<file path="src/rtl/level_loader_pkg.sv">
// level_loader_pkg: shared defaults, state encoding and coordinate helper.
// Used by level_loader and level_rom.
package level_loader_pkg;

    localparam int BRICKNUM = 128;
    localparam int HP_W_DEF = 10;
    localparam int COORD_W  = 10;

    typedef enum logic [2:0] {
        S_IDLE  = 3'd0,
        S_FETCH = 3'd1,
        S_DRAW  = 3'd2,
        S_WRITE = 3'd3,
        S_DONE  = 3'd4
    } state_t;

    function automatic logic [COORD_W-1:0] slot_coord(
        input int org,
        input int pitch,
        input int n
    );
        return COORD_W'(org + n * pitch);
    endfunction

endpackage

</file>
<file path="src/rtl/level_rom.sv">
// level_rom: per-level brick health maps behind one registered read port.
// Unlisted slots and out-of-range levels return an empty brick.
module level_rom
    import level_loader_pkg::*;
#(
    parameter int LEVELS = 4,
    parameter int LVL_W  = 2
) (
    input  logic               clk,
    input  logic               resetn,
    input  logic               en_i,
    input  logic [LVL_W-1:0]   level_i,
    input  logic [COORD_W-1:0] index_i,
    output logic [1:0]         health_o
);

    logic [1:0] hp_d;
    logic [1:0] hp_q;

    always_comb begin
        hp_d = 2'd0;
        if (int'(level_i) < LEVELS) begin
            case (int'(level_i))
                0: case (index_i)
                    10'd0:   hp_d = 2'd1;
                    10'd5:   hp_d = 2'd2;
                    10'd17:  hp_d = 2'd3;
                    10'd20:  hp_d = 2'd1;
                    10'd40:  hp_d = 2'd2;
                    10'd63:  hp_d = 2'd3;
                    10'd100: hp_d = 2'd2;
                    10'd127: hp_d = 2'd1;
                    default: hp_d = 2'd0;
                endcase
                1: case (index_i)
                    10'd1:   hp_d = 2'd1;
                    10'd2:   hp_d = 2'd2;
                    10'd3:   hp_d = 2'd3;
                    default: hp_d = 2'd0;
                endcase
                2: case (index_i)
                    10'd10:  hp_d = 2'd2;
                    10'd11:  hp_d = 2'd2;
                    10'd40:  hp_d = 2'd3;
                    10'd90:  hp_d = 2'd1;
                    10'd126: hp_d = 2'd3;
                    default: hp_d = 2'd0;
                endcase
                3: case (index_i)
                    10'd7:   hp_d = 2'd3;
                    default: hp_d = 2'd0;
                endcase
                default: hp_d = 2'd0;
            endcase
        end
    end

    always_ff @(posedge clk) begin
        if (!resetn) begin
            hp_q <= 2'd0;
        end else if (en_i) begin
            hp_q <= hp_d;
        end
    end

    assign health_o = hp_q;

endmodule

</file>
<file path="src/rtl/level_loader.sv">
// level_loader: walks a level's brick slots, draws each, writes brick RAM.
// Define LOADER_SKIP_EMPTY_EN to let empty slots bypass the draw handshake.
module level_loader
    import level_loader_pkg::*;
#(
    parameter int BRICK_NUM  = BRICKNUM,
    parameter int COLS_LOG2  = 4,
    parameter int BRICK_W    = 10,
    parameter int BRICK_H    = 5,
    parameter int X_ORG      = 0,
    parameter int Y_ORG      = 0,
    parameter int LEVELS     = 4,
    parameter int HP_W       = HP_W_DEF,
    parameter int AUTO_START = 1,
    parameter int LVL_W      = (LEVELS > 1) ? $clog2(LEVELS) : 1
) (
    input  logic               clk,
    input  logic               resetn,
    input  logic               start,
    input  logic [LVL_W-1:0]   level_sel,
    input  logic               draw_done,
    output logic               draw_req,
    output logic [COORD_W-1:0] x_out,
    output logic [COORD_W-1:0] y_out,
    output logic [COORD_W-1:0] address,
    output logic [1:0]         health,
    output logic               writeEn,
    output logic [HP_W-1:0]    total_health,
    output logic               busy,
    output logic               done
);

    state_t               state_q;
    logic [COORD_W-1:0]   index_q;
    logic [LVL_W-1:0]     level_q;
    logic [COORD_W-1:0]   x_q;
    logic [COORD_W-1:0]   y_q;
    logic                 req_q;
    logic                 wr_q;
    logic                 busy_q;
    logic                 done_q;
    logic                 auto_q;
    logic [HP_W-1:0]      sum_q;

    logic                 accept;
    logic                 last;
    logic                 rom_en;
    logic [LVL_W-1:0]     lvl_d;
    logic [LVL_W-1:0]     rom_lvl;
    logic [COORD_W-1:0]   rom_idx;
    logic [1:0]           hp;
    logic [HP_W:0]        sum_wide;

    // ROM is addressed with the next index so its output lines up with FETCH.
    always_comb begin
        accept   = (state_q == S_IDLE || state_q == S_DONE) && (start || auto_q);
        last     = (index_q == COORD_W'(BRICK_NUM - 1));
        lvl_d    = (start && int'(level_sel) < LEVELS) ? level_sel : '0;
        rom_en   = accept || (state_q == S_WRITE && !last);
        rom_idx  = accept ? '0 : index_q + 1'b1;
        rom_lvl  = accept ? lvl_d : level_q;
        sum_wide = {1'b0, sum_q} + (HP_W + 1)'(hp);
    end

    level_rom #(
        .LEVELS (LEVELS),
        .LVL_W  (LVL_W)
    ) u_rom (
        .clk      (clk),
        .resetn   (resetn),
        .en_i     (rom_en),
        .level_i  (rom_lvl),
        .index_i  (rom_idx),
        .health_o (hp)
    );

    always_ff @(posedge clk) begin
        if (!resetn) begin
            state_q <= S_IDLE;
            index_q <= '0;
            level_q <= '0;
            x_q     <= '0;
            y_q     <= '0;
            req_q   <= 1'b0;
            wr_q    <= 1'b0;
            busy_q  <= 1'b0;
            done_q  <= 1'b0;
            sum_q   <= '0;
            auto_q  <= (AUTO_START != 0);
        end else begin
            if (rom_en) begin
                x_q <= slot_coord(X_ORG, BRICK_W,
                                  int'(rom_idx) % (1 << COLS_LOG2));
                y_q <= slot_coord(Y_ORG, BRICK_H,
                                  int'(rom_idx) >> COLS_LOG2);
            end
            unique case (state_q)
                S_IDLE, S_DONE: begin
                    if (accept) begin
                        state_q <= S_FETCH;
                        level_q <= lvl_d;
                        index_q <= '0;
                        sum_q   <= '0;
                        done_q  <= 1'b0;
                        busy_q  <= 1'b1;
                        auto_q  <= 1'b0;
                    end
                end
                S_FETCH: begin
                    state_q <= S_DRAW;
                    req_q   <= 1'b1;
`ifdef LOADER_SKIP_EMPTY_EN
                    if (hp == 2'd0) begin
                        state_q <= S_WRITE;
                        req_q   <= 1'b0;
                        wr_q    <= 1'b1;
                    end
`endif
                end
                S_DRAW: begin
                    if (draw_done) begin
                        state_q <= S_WRITE;
                        req_q   <= 1'b0;
                        wr_q    <= 1'b1;
                    end
                end
                S_WRITE: begin
                    wr_q  <= 1'b0;
                    sum_q <= sum_wide[HP_W] ? '1 : sum_wide[HP_W-1:0];
                    if (last) begin
                        state_q <= S_DONE;
                        busy_q  <= 1'b0;
                        done_q  <= 1'b1;
                    end else begin
                        state_q <= S_FETCH;
                        index_q <= index_q + 1'b1;
                    end
                end
                default: state_q <= S_IDLE;
            endcase
        end
    end

    assign draw_req     = req_q;
    assign x_out        = x_q;
    assign y_out        = y_q;
    assign address      = index_q;
    assign health       = hp;
    assign writeEn      = wr_q;
    assign total_health = sum_q;
    assign busy         = busy_q;
    assign done         = done_q;

endmodule

</file>
<file path="config.mk">
export PLATFORM = sky130hd
export DESIGN_NAME = level_loader
export DESIGN_NICKNAME = d
export VERILOG_FILES = /design/src/rtl/level_loader_pkg.sv /design/src/rtl/level_rom.sv /design/src/rtl/level_loader.sv
export SDC_FILE = /design/constraint.sdc
export NUM_CORES = 1
export LEC_CHECK = 0
export ABC_AREA = 1
export CORE_ASPECT_RATIO = 1.25
export CORE_MARGIN = 2
export CORE_UTILIZATION = 40
export DETAILED_ROUTE_END_ITERATION = 10
export GPL_ROUTABILITY_DRIVEN = 0
export PLACE_DENSITY = 0.68
export SLEW_MARGIN = 25
export SYNTH_ARGS = -nofsm -noshare
export SYNTH_HDL_FRONTEND = slang
export SYNTH_SLANG_ARGS = --single-unit
</file>
<file path="constraint.sdc">
create_clock -name clk -period 4.83 [get_ports clk]
set_clock_uncertainty 0.2 [all_clocks]
set_input_delay 0.7245 -clock clk [delete_from_list [all_inputs] [get_ports clk]]
set_output_delay 0.7245 -clock clk [all_outputs]
set_load 0.005 [all_outputs]
</file>
Word level (Yosys, flattened, before mapping)
Cells that the tools add are included.
Cells by class
  $add $sub $neg: 2
  multiply operators: 2
  eq/ne operators: 27
  multiplexer cells: 27
  reductions and logical operators: 25
Operators by type and width (count)
  equality test 10 x 7 -> 1 bit, second input constant: 5
  two-way mux 10 bit: 4
  one-hot mux 10 bit (2 select lines): 2
  equality test 10 x 2 -> 1 bit, second input constant: 2
  equality test 10 x 3 -> 1 bit, second input constant: 2
  equality test 10 x 4 -> 1 bit, second input constant: 2
  equality test 10 x 5 -> 1 bit, second input constant: 2
  equality test 10 x 6 -> 1 bit, second input constant: 2
  one-hot mux 2 bit (3 select lines): 3
  one-hot mux 3 bit (4 select lines): 1
  adder 10 x 2 -> 11 bit: 1
  adder 10 x 1 -> 10 bit, second input constant: 1
  equality test 10 x 1 -> 1 bit, second input constant: 1
  logical NOT 10 bit: 1
  AND reduction 2 bit: 5
  multiplier 6 x 3 -> 9 bit, second input constant: 1
  two-way mux 3 bit: 3
  != test 2 bit, second input constant: 4
  one-hot mux 1 bit (2 select lines): 4
  one-hot mux 2 bit (4 select lines): 1
  OR reduction 2 bit: 4
  multiplier 4 x 3 -> 7 bit, second input constant: 1
  equality test 3 x 2 -> 1 bit, second input constant: 2
  two-way mux 1 bit: 6
  13 further kinds: 23
Word-level totals
  flip-flop bits (word level): 51
  bits of input ports: 6

Longest topological paths before layout
Gate-level depths: netlist of run 1.
  depth after elaboration: 8
  gate-level depth with buffers: 15
  depth with buffers taken out: 15

By module
From an unflattened synthesis of run 1, not the netlist that was laid out.
Unflattened totals
  cells, all modules: 447
  area, all modules: 3011.6 sq um
By module, submodules not included
  level_loader: instances 1, cells each 341, area each 2512.4 sq um, sequential area each 920.9 sq um
  level_rom: instances 1, cells each 106, area each 499.2 sq um, sequential area each 40.0 sq um

Least setup slack after synthesis of run 1
No wires, ideal clock.
  path type: input -> register
  start: input port start
  end: register y_q[7], in the netlist y_out[7]
  arrival time: 2571 ps
  slack: 1945 ps
  stages: 13
  path through: inv_1 -> nand2_1 -> nand2_2 -> buf_6 -> nand3_1 -> inv_1 -> ha_1 -> ha_1 -> fa_1 -> a31oi_1 -> xor2_1 -> o21bai_1 -> inv_1
On the way
  longest elaborated chain between the ends: 4
Ends and longest elaborated chain
  start, declared: line level_loader.sv:19  | input logic start,
  logical OR 1 bit *: line level_loader.sv:56  | accept = (state_q == S_IDLE || state_q == S_DONE) && (start || auto_q);
  logical AND 1 bit *: line level_loader.sv:56
  two-way mux 10 bit: line level_loader.sv:60  | rom_idx = accept ? '0 : index_q + 1'b1;
  multiplier 6 x 3 -> 9 bit: line level_loader_pkg.sv:22  | return COORD_W'(org + n * pitch);
  end signal, assigned: line level_loader.sv:94  | y_q <= slot_coord(Y_ORG, BRICK_H,
  end, declared: line level_loader.sv:37  | logic [COORD_W-1:0] y_q;
Every way passes the cells marked *; elsewhere a longest branch is shown, timed or not.
A chain may end at the register's enable or synchronous reset.

Worst setup path in the final report of run 1
Same ends and word-level chain as after synthesis.

==> results.json, run 1 <==
{
  "drive_gt1_frac": 0.05613,
  "synth_warnings": 0,
  "ctsResizeCount": 0,
  "totalWireLength_microns": 7053,
  "clk_path_buf_depth": 2,
  "critPathTopFamily": "adder cells",
  "area_growth_pct": 20.90,
  "power.density_nw_per_um2": 395.5,
  "crit_type": "primary input to register",
  "drt_first_pass_iters": 4,
  "pre_cts_slack_ns": 1.250,
  "num-nets-final": 503,
  "multi_input_area_sq_um": 1647,
  "layout_min_cycle_time_ns": 3.240,
  "start_util": 0.4180,
  "crit_slowest_cell": "clkdlybuf4s50_1",
  "top_usage_layer": "met2",
  "met2_usage": 0.2981,
  "grtUsageMet3": 0.03358,
  "synth_compound_area_frac": 0.1441,
  "dp_hpwl_microns": 5168,
  "synth_area_sq_um": 2934,
  "synth-adder-area-share": 0.08017,
  "synth_mux_area_frac": 0,
  "hp-class": "register to register",
  "ios": 52,
  "cts.sink_count": 48,
  "grt_pass1_wl_microns": 11990,
  "core_sq_um": 7019,
  "finalCoreUtilization": 0.5053,
  "drc": 0,
  "synthFlopType": "dfxtp_1",
  "final_cell_mix": "nand2_1, inv_1, dfxtp_1, clkdlybuf4s50_1, nor2_1",
  "layout_commonest_cell": "nand2_1",
  "arrival_ns": 3.25,
  "wire_per_inst_microns": 12.35,
  "slowest_delay_ns": 0.50,
  "antenna_found_initial": 0,
  "vdd_ir_drop_max_mv": 0.2958,
  "fp.dieH_microns": 99.76,
  "io_buffers": 47,
  "hold_violations": 0,
  "clock-root-buffer": "clkbuf_8",
  "antenna_cells": 0,
  "status": "complete, no violations",
  "grt_max_degree": 31,
  "fmax_ghz": 0.3086,
  "tightest_slew_ns": 0.9964,
  "seq_area_frac_synth": 0.3275,
  "insertion_delay_ns": 0.31,
  "period_share": 0.6709,
  "htree_levels": 2,
  "max_cap_violations": 0,
  "hold_buffers": 0,
  "setup_tns_ns": 0,
  "synth_top_family_by_area": "simple AND/OR/NAND/NOR gates",
  "fillers": 715,
  "synthCells": 438,
  "crit_fanout": 17,
  "synth_seq_cells": 48,
  "setup_viol": 0,
  "slew_headroom": 0.3350,
  "synth_edf_count": 0,
  "finalMaxSlewViolations": 0,
  "total_power_uw": 1403,
  "antenna_left": 0,
  "cts_tree": "yes",
  "grt_pass1_vias": 2653,
  "grt_setup_unrepaired": "false",
  "cp-start-kind": "primary input",
  "grt_overflow_total": 0,
  "crit_required_ns": 4.84,
  "synthXorXnorAreaFrac": 0.02687,
  "rows": 34,
  "clk_pin_slew_ns": 0.09,
  "vias": 2871,
  "postCtsSetupBuffers": 0,
  "worstSetupEndpointType": "register",
  "setup_ws_ns": 1.590,
  "via_per_inst": 5.028,
  "critPathBufInv": 4,
  "critical_path.cell_chain": "clkdlybuf4s50_1 > inv_1 > nand2_1 > nand2_2 > nand3_1 > inv_1 > ha_1 > ha_1 > fa_1 > a31oi_1 > xor2_1 > o21bai_1 > inv_1",
  "synthSimpleGateAreaFrac": 0.3049,
  "syn_avg_cell_area_sq_um": 6.699,
  "cts_buffers": 5,
  "path_common_cell": "inv_1",
  "whs_ns": 0.2636,
  "use_met1": 0.2497,
  "first_iter_violations": 182,
  "p_leak_uw": 0.001555,
  "dieWidth_microns": 80.61,
  "ys_types": 37,
  "seqCellArea_sq_um": 960.9,
  "dieArea_sq_um": 8041,
  "grtUsageTotal": 0.1856,
  "async_reset_ff_frac": 0
}
-- routing by layer --
layer	vias up	part of all wire
met5	-	0
met4	0	0.026
met3	14	0.059
met1	1282	0.47
li1	1476	-
met2	99	0.45
-- area by class of cell --
| class | count | area share |
|---|---|---|
| Tap cell | 90 | 0.03175 |
| Sequential cell | 48 | 0.2709 |
| Timing Repair Buffer | 47 | 0.1326 |
| Clock inverter | 2 | 0.01093 |
| Multi-Input combinational cell | 316 | 0.4642 |
| Clock buffer | 6 | 0.02328 |
| Inverter | 62 | 0.06631 |
-- synthesized netlist by cell type, types with 2 or more instances --
cell / n / area [sq um]
a21oi_1: 41 / 205.2
buf_4: 4 / 30.03
buf_6: 4 / 45.04
clkbuf_1: 6 / 22.52
clkinv_2: 2 / 10.01
dfxtp_1: 48 / 960.9
fa_1: 3 / 60.06
ha_1: 14 / 175.2
inv_1: 57 / 214.0
inv_2: 3 / 11.26
nand2_1: 107 / 401.6
nand2_2: 5 / 31.28
nand3_1: 33 / 165.2
nand4_1: 4 / 25.02
nor2_1: 44 / 165.2
nor2_2: 3 / 18.77
nor2_4: 3 / 33.78
nor3_1: 2 / 10.01
o21ai_0: 27 / 135.1
o21ai_1: 3 / 15.01
o21bai_1: 2 / 15.01
xnor2_1: 6 / 52.55
xor2_1: 3 / 26.28
-- worst register-to-register path, delay by kind of cell (launching register included) --
kind / cells / cell delay [ns]
XOR/XNOR: 1 / 0.09
AO/OA/AOI/OAI: 2 / 0.33
adder cells (fa/ha/maj): 3 / 1.02
buffers and inverters: 2 / 0.12
AND/OR/NAND/NOR: 4 / 0.56
flip-flops: 1 / 0.50
-- final timing paths --
path         startpoint  endpoint  slack [ns]  depth (start not counted)
max reg2reg  address[0]  y_out[7]        1.91                         12
max               start  y_out[7]        1.59                         13
min            draw_req  draw_req        0.26                          2
min reg2reg    draw_req  draw_req        0.26                          2
-- kinds of logic after synthesis --
group           Yosys count
fa+ha+maj                17
flops                    48
other cells               1
xor+xnor                  9
simple gates            206
compound gates           80
buf+inv                  77
-- sequential cells by signal (all words and copies together) (netlist names) --
signal / count
y_out: 9
address: 10
state_q: 3
auto_q: 1
busy: 1
u_rom.health_o: 2
done: 1
total_health: 10
x_out: 7
level_q: 2
writeEn: 1
draw_req: 1
-- stage by stage --
stage / instances / instance area (sq um)
final: 571 / 3547
after global routing: 571 / 3547
after CTS: 571 / 3547
after detailed placement: 563 / 3426
after global placement: 563 / 3426
after floorplan: 441 / 2945
-- report_power, final --
part	total, uW	switching (uW)	internal (uW)
Combinational	571	359	212
Clock	310	141	169
Sequential	522	53.0	469
Total	1400	552	851
No activity file was read; power rests on OpenSTA's default activity.
==> inputs of run 2 (changes only) <==
--- a/config.mk
+++ b/config.mk
@@ -11,7 +11,7 @@
 export CORE_UTILIZATION = 40
 export DETAILED_ROUTE_END_ITERATION = 10
 export GPL_ROUTABILITY_DRIVEN = 0
-export PLACE_DENSITY = 0.68
+export PLACE_DENSITY = 0.71
 export SLEW_MARGIN = 25
 export SYNTH_ARGS = -nofsm -noshare
 export SYNTH_HDL_FRONTEND = slang
==> constraint.sdc (replaced) <==
create_clock -name clk -period 2.6 [get_ports clk]
set_clock_uncertainty 0.2 [all_clocks]
set_input_delay 0.39 -clock clk [delete_from_list [all_inputs] [get_ports clk]]
set_output_delay 0.39 -clock clk [all_outputs]
set_load 0.005 [all_outputs]
==> run 2 against run 1 <==
Against the previous run: clock power rose by 49%; utilization rose by 7.3 points; clock-buffer cell count fell by 1; sequential cell count did not move; wire length grew 14%; global-route usage is 2.2 points higher; final cell count increased by 8.8%; first-iteration DRC count is 18% lower; worst setup slack worse by 1.6 ns; critical path type is now register to register.
==> results.json, run 2 (synthesized netlist as in run 1, its figures left out) <==
{
  "antenna_cells": 0,
  "critPathBufInv": 3,
  "finalMaxSlewViolations": 0,
  "fillers": 672,
  "rows": 34,
  "rr_worst_depth": 12,
  "layout_min_cycle_time_ns": 2.592,
  "power.density_nw_per_um2": 666.7,
  "max_cap_violations": 0,
  "vdd_ir_drop_max_mv": 0.3697,
  "crit_slowest_cell": "fa_2",
  "whs_path_depth": 3,
  "hp-class": "primary input to register",
  "clk_path_buf_depth": 2,
  "startpoint": "address[1]",
  "period_share": 0.9969,
  "p_leak_uw": 0.001784,
  "grt_max_degree": 24,
  "antenna_found_initial": 0,
  "cts.sink_count": 48,
  "tightest_slew_ns": 0.6197,
  "hold_violations": 0,
  "slowest_delay_ns": 0.43,
  "cp-start-kind": "register",
  "layout_commonest_cell": "nand2_1",
  "start_util": 0.4180,
  "num-nets-final": 553,
  "slew_headroom": 0.5854,
  "ios": 52,
  "grt_pass1_wl_microns": 13410,
  "area_growth_pct": 38.38,
  "grt_setup_unrepaired": "true",
  "wire_per_inst_microns": 12.96,
  "first_iter_violations": 150,
  "cp-endpoint": "y_out[7]",
  "top_usage_layer": "met2",
  "drive_gt1_frac": 0.2166,
  "cts_tree": "yes",
  "pre_cts_slack_ns": -0.4498,
  "fmax_ghz": 0.3858,
  "cp.depth": 12,
  "arrival_ns": 2.61,
  "dieArea_sq_um": 8041,
  "drc": 0,
  "grt_overflow_total": 0,
  "cts_buffers": 5,
  "grtUsageMet3": 0.02722,
  "setup_viol": 0,
  "total_power_uw": 2707,
  "status": "complete, no violations",
  "fp.dieH_microns": 99.76,
  "worstSetupEndpointType": "register",
  "critical_path.cell_chain": "buf_4 > nand3_2 > o21ai_4 > nand3_2 > inv_2 > ha_1 > ha_2 > fa_2 > a31oi_4 > xor2_2 > o21bai_1 > inv_1",
  "final_cell_area_sq_um": 4060,
  "grt_pass1_vias": 2915,
  "antenna_left": 0,
  "crit_type": "register to register",
  "insertion_delay_ns": 0.31,
  "finalCoreUtilization": 0.5784,
  "whs_ns": 0.2394,
  "clk_pin_slew_ns": 0.09,
  "crit_fanout": 4,
  "timing.rr.end": "y_out[7]",
  "io_buffers": 47,
  "vias": 3084,
  "totalWireLength_microns": 8047,
  "setup_ws_ns": 0.008079,
  "placed_cell_area_sq_um": 3772,
  "final_cell_mix": "nand2_1, inv_1, buf_4, clkdlybuf4s50_1, dfxtp_1",
  "critPathTopFamily": "adder cells",
  "via_per_inst": 4.966,
  "htree_levels": 2,
  "grtUsageTotal": 0.2074,
  "met2_usage": 0.3487,
  "reg2reg_slack_ns": 0.008,
  "dieWidth_microns": 80.61,
  "crit-reg2reg-launch": "address[1]",
  "drt_first_pass_iters": 6,
  "use_met1": 0.2735,
  "core_sq_um": 7019,
  "crit_required_ns": 2.62,
  "path_common_cell": "nand3_2",
  "clock-root-buffer": "clkbuf_8",
  "dp_hpwl_microns": 5811
}
## run 2: tightest hold or removal path, stage by stage
cell	delay, ns
dlymetal6s2s_1	0.14
nand3_1	0.11
a21oi_1	0.07
## run 2: layout make-up
class / count / area [sq um] / share of cell area
Inverter: 62 / 235.2 / 0.05794
Sequential cell: 48 / 978.4 / 0.2410
Clock inverter: 3 / 18.77 / 0.004623
Clock buffer: 5 / 68.82 / 0.01695
Multi-Input combinational cell: 316 / 1798 / 0.4428
Timing Repair Buffer: 97 / 848.3 / 0.2089
Tap cell: 90 / 112.6 / 0.02774
## run 2: report_power, final
group          internal, uW  total, uW  leakage [uW]  switching, uW
Sequential              872        967      0.000395           94.8
Clock                   188        462     0.0000479            273
Combinational           551       1280       0.00134            727
## run 2: per-layer routing
metal	routed length [microns]	share of wire
met4	170	0.021
met2	3918	0.49
met1	3587	0.45
met5	0	0
met3	370	0.046
## run 2: how the worst min path moves through the flow
stage / from / to
2_1_floorplan: level_q[1] / level_q[1]
3_3_place_gp: y_out[0] / y_out[0]
3_5_place_dp: draw_req / draw_req
4_1_cts: draw_req / draw_req
5_1_grt: start / level_q[1]
6_report: start / level_q[1]
## run 2: repair_timing
item	in CTS	in global routing
pin swaps	1	11
resized for setup	9	37
setup buffers	2	2
endpoints found under the setup margin	4	15
hold buffers	0	0
## run 2: per-stage QoR
| step | std cells | TNS (ns) |
|---|---|---|
| floorplan | 441 | 0 |
| global placement | 609 | -1.751 |
| detailed placement | 609 | -2.271 |
| CTS | 619 | 0 |
| global route | 621 | -0.1577 |
| finish | 621 | 0 |
==> inputs of run 3 (changes only) <==
--- a/config.mk
+++ b/config.mk
@@ -5,13 +5,12 @@
 export SDC_FILE = /design/constraint.sdc
 export NUM_CORES = 1
 export LEC_CHECK = 0
-export ABC_AREA = 1
-export CORE_ASPECT_RATIO = 1.25
+export ABC_AREA = 0
 export CORE_MARGIN = 2
 export CORE_UTILIZATION = 40
 export DETAILED_ROUTE_END_ITERATION = 10
 export GPL_ROUTABILITY_DRIVEN = 0
-export PLACE_DENSITY = 0.71
+export PLACE_DENSITY = 0.7
 export SLEW_MARGIN = 25
 export SYNTH_ARGS = -nofsm -noshare
 export SYNTH_HDL_FRONTEND = slang
==> run 3 against run 2 <==
Against the previous run: the flow now finishes with violations (setup timing); sequential power shrank 14%; non-clock buffer count grew 37; synthesized cell count shrank 11%; total power shrank 18%; first-iteration DRC count grew 60%; utilization grew 1.6 points; synthesized area grew 6.9%; register-to-register slack lost 0.22 ns; final cell count shrank 1.8%; via count grew 7.7%.
==> results.json, run 3 <==
{
  "status": "finished, violations left",
  "violations": "setup timing",
  "synthCells": 392,
  "synth_top_area_cell": "dfxtp_1",
  "grt_pass1_vias": 3121,
  "drive_gt1_frac": 0.2854,
  "path_common_cell": "nor2_2",
  "rows": 32,
  "synth_area_leaders": "dfxtp_1, nand2_1, ha_1",
  "antenna_left": 0,
  "synth_area_sq_um": 3136,
  "num-nets-final": 531,
  "antenna_found_initial": 0,
  "vias": 3320,
  "grt_overflow_total": 0,
  "rr_worst_depth": 12,
  "cts_buffers": 5,
  "whs_ns": 0.2612,
  "seq_area_frac_synth": 0.3065,
  "worstSetupEndpointType": "register",
  "core_sq_um": 7647,
  "synth_top_area_share": 0.3065,
  "first_iter_violations": 240,
  "p_leak_uw": 0.001790,
  "tightest_slew_ns": 0.5180,
  "cp-start-kind": "register",
  "pre_cts_slack_ns": -0.5726,
  "grt_pass1_wl_microns": 15240,
  "async_reset_ff_frac": 0,
  "via_per_inst": 5.443,
  "dieWidth_microns": 92.54,
  "layout_min_cycle_time_ns": 2.813,
  "crit_fanout": 4,
  "reg2reg_slack_ns": -0.21,
  "synth_warnings": 0,
  "start_util": 0.4100,
  "dp.cells": 591,
  "crit_type": "register to register",
  "whs_path_depth": 2,
  "synthFlopType": "dfxtp_1",
  "grt_setup_unrepaired": "true",
  "hold_buffers": 0,
  "fillers": 669,
  "multi_input_area_sq_um": 2180,
  "critical_path.cell_chain": "nand4_1 > nor2_2 > xnor2_2 > nor2_2 > ha_1 > ha_2 > fa_2 > a21o_1 > a21oi_2 > xor2_1 > o21ai_1 > and2_1",
  "setup_viol": 3,
  "period_share": 1.082,
  "fmax_ghz": 0.3556,
  "synth_seq_cells": 48,
  "grtUsageTotal": 0.2225,
  "ys_types": 70,
  "seqCellArea_sq_um": 974.7,
  "dp_hpwl_microns": 6958,
  "hp-class": "register to register",
  "hold_violations": 0,
  "drc": 0,
  "syn_avg_cell_area_sq_um": 7.999,
  "ys_top_cells_by_count": "nand2_1, dfxtp_1, nor2_1",
  "htree_levels": 2,
  "power.density_nw_per_um2": 489.4,
  "clk_path_buf_depth": 2,
  "grt_max_degree": 21,
  "io_buffers": 47,
  "cts_tree": "yes",
  "cts.sink_count": 48,
  "max_cap_violations": 0,
  "finalMaxSlewViolations": 0,
  "setup_ws_ns": -0.2125,
  "fp.dieH_microns": 92.54,
  "vdd_ir_drop_max_mv": 0.4614,
  "clk_pin_slew_ns": 0.09,
  "slew_headroom": 0.6539,
  "synth_most_common_cell": "nand2_1",
  "arrival_ns": 2.82,
  "synth_edf_count": 0,
  "area_growth_pct": 44.97,
  "final_cell_mix": "buf_4, nand2_1, clkdlybuf4s50_1, dfxtp_1, nor2_1",
  "insertion_delay_ns": 0.31,
  "slowest_delay_ns": 0.38,
  "ios": 52,
  "clock-root-buffer": "clkbuf_8",
  "setup_tns_ns": -0.4598,
  "antenna_cells": 0,
  "totalWireLength_microns": 9644,
  "wire_per_inst_microns": 15.81,
  "instances_no_fill": 610,
  "crit_slowest_cell": "dfxtp_4",
  "crit_required_ns": 2.61,
  "dieArea_sq_um": 8563,
  "layout_commonest_cell": "buf_4",
  "drt_first_pass_iters": 5
}
[run 3: cell types whose count changed after synthesis, sizes merged, moves of 13 or more]
cell,change
a21oi,-13
inv,-50
nand2,-52
nand3,-27
nor2,-13
nor2b,+16
[run 3: where the power goes]
group	internal, uW	total (uW)	switching, uW
Combinational	437	944	507
Clock	184	445	261
Sequential	798	836	37.9
[run 3: cells by family after synthesis]
kind of cell               count (synthesis)  share of synthesized area
other                                      1                   0.001196
buffers and inverters                     38                    0.07063
and+or+nand+nor                          173                     0.2841
muxes                                      2                   0.006385
AOI/OAI and AO/OA                         96                     0.2063
adders and majority gates                 17                    0.07502
DFF                                       48                     0.3065
xor gates and xnor gates                  17                    0.04988
[run 3: layout make-up]
class / count / share of cell area
clock buffers: 5 / 0.01514
clock inverters: 2 / 0.002477
inverters: 10 / 0.008258
multi-input cells: 309 / 0.4795
flip-flops and latches: 48 / 0.2144
well taps: 102 / 0.02808
repair buffers: 134 / 0.2521
[run 3: per-layer routing]
layer  vias to the layer above  global-route usage  wire, microns
li1                       1588                   -              -
met1                      1552              0.2879           4253
met2                       143              0.3680           4568
met3                        37             0.03906            525
met4                         0             0.08706            297
met5                         -                   0              0
[run 3: path summary, 6_finish.rpt]
| path | start | to |
|---|---|---|
| max | address[0] | y_out[7] |
| min | x_out[3] | x_out[3] |
| max reg2reg | address[0] | y_out[7] |
| min reg2reg | x_out[3] | x_out[3] |
[run 3: worst max-delay path, delay by kind of cell, from the launching register on]
| kind | cells | cell delay (ns) |
|---|---|---|
| compound gates | 3 | 0.37 |
| xor+xnor | 2 | 0.36 |
| fa+ha+maj | 3 | 0.84 |
| flops | 1 | 0.38 |
| simple gates | 4 | 0.57 |
[run 3: timing repair]
action                                  in CTS  in global routing
gates resized for setup                     15                 24
buffers inserted                             4                  8
pin swaps                                   12                 17
endpoints found under the setup margin       5                 11
[run 3: metrics by stage]
stage | total power [uW] | cell area (sq um) | util
3_5_place_dp | 1704 | 4185 | 0.5473
4_1_cts | 2168 | 4358 | 0.5699
5_1_grt | 2363 | 4546 | 0.5944
3_3_place_gp | 1694 | 4185 | 0.5473
2_1_floorplan | 1324 | 3219 | -
6_report | 2225 | 4546 | 0.5944
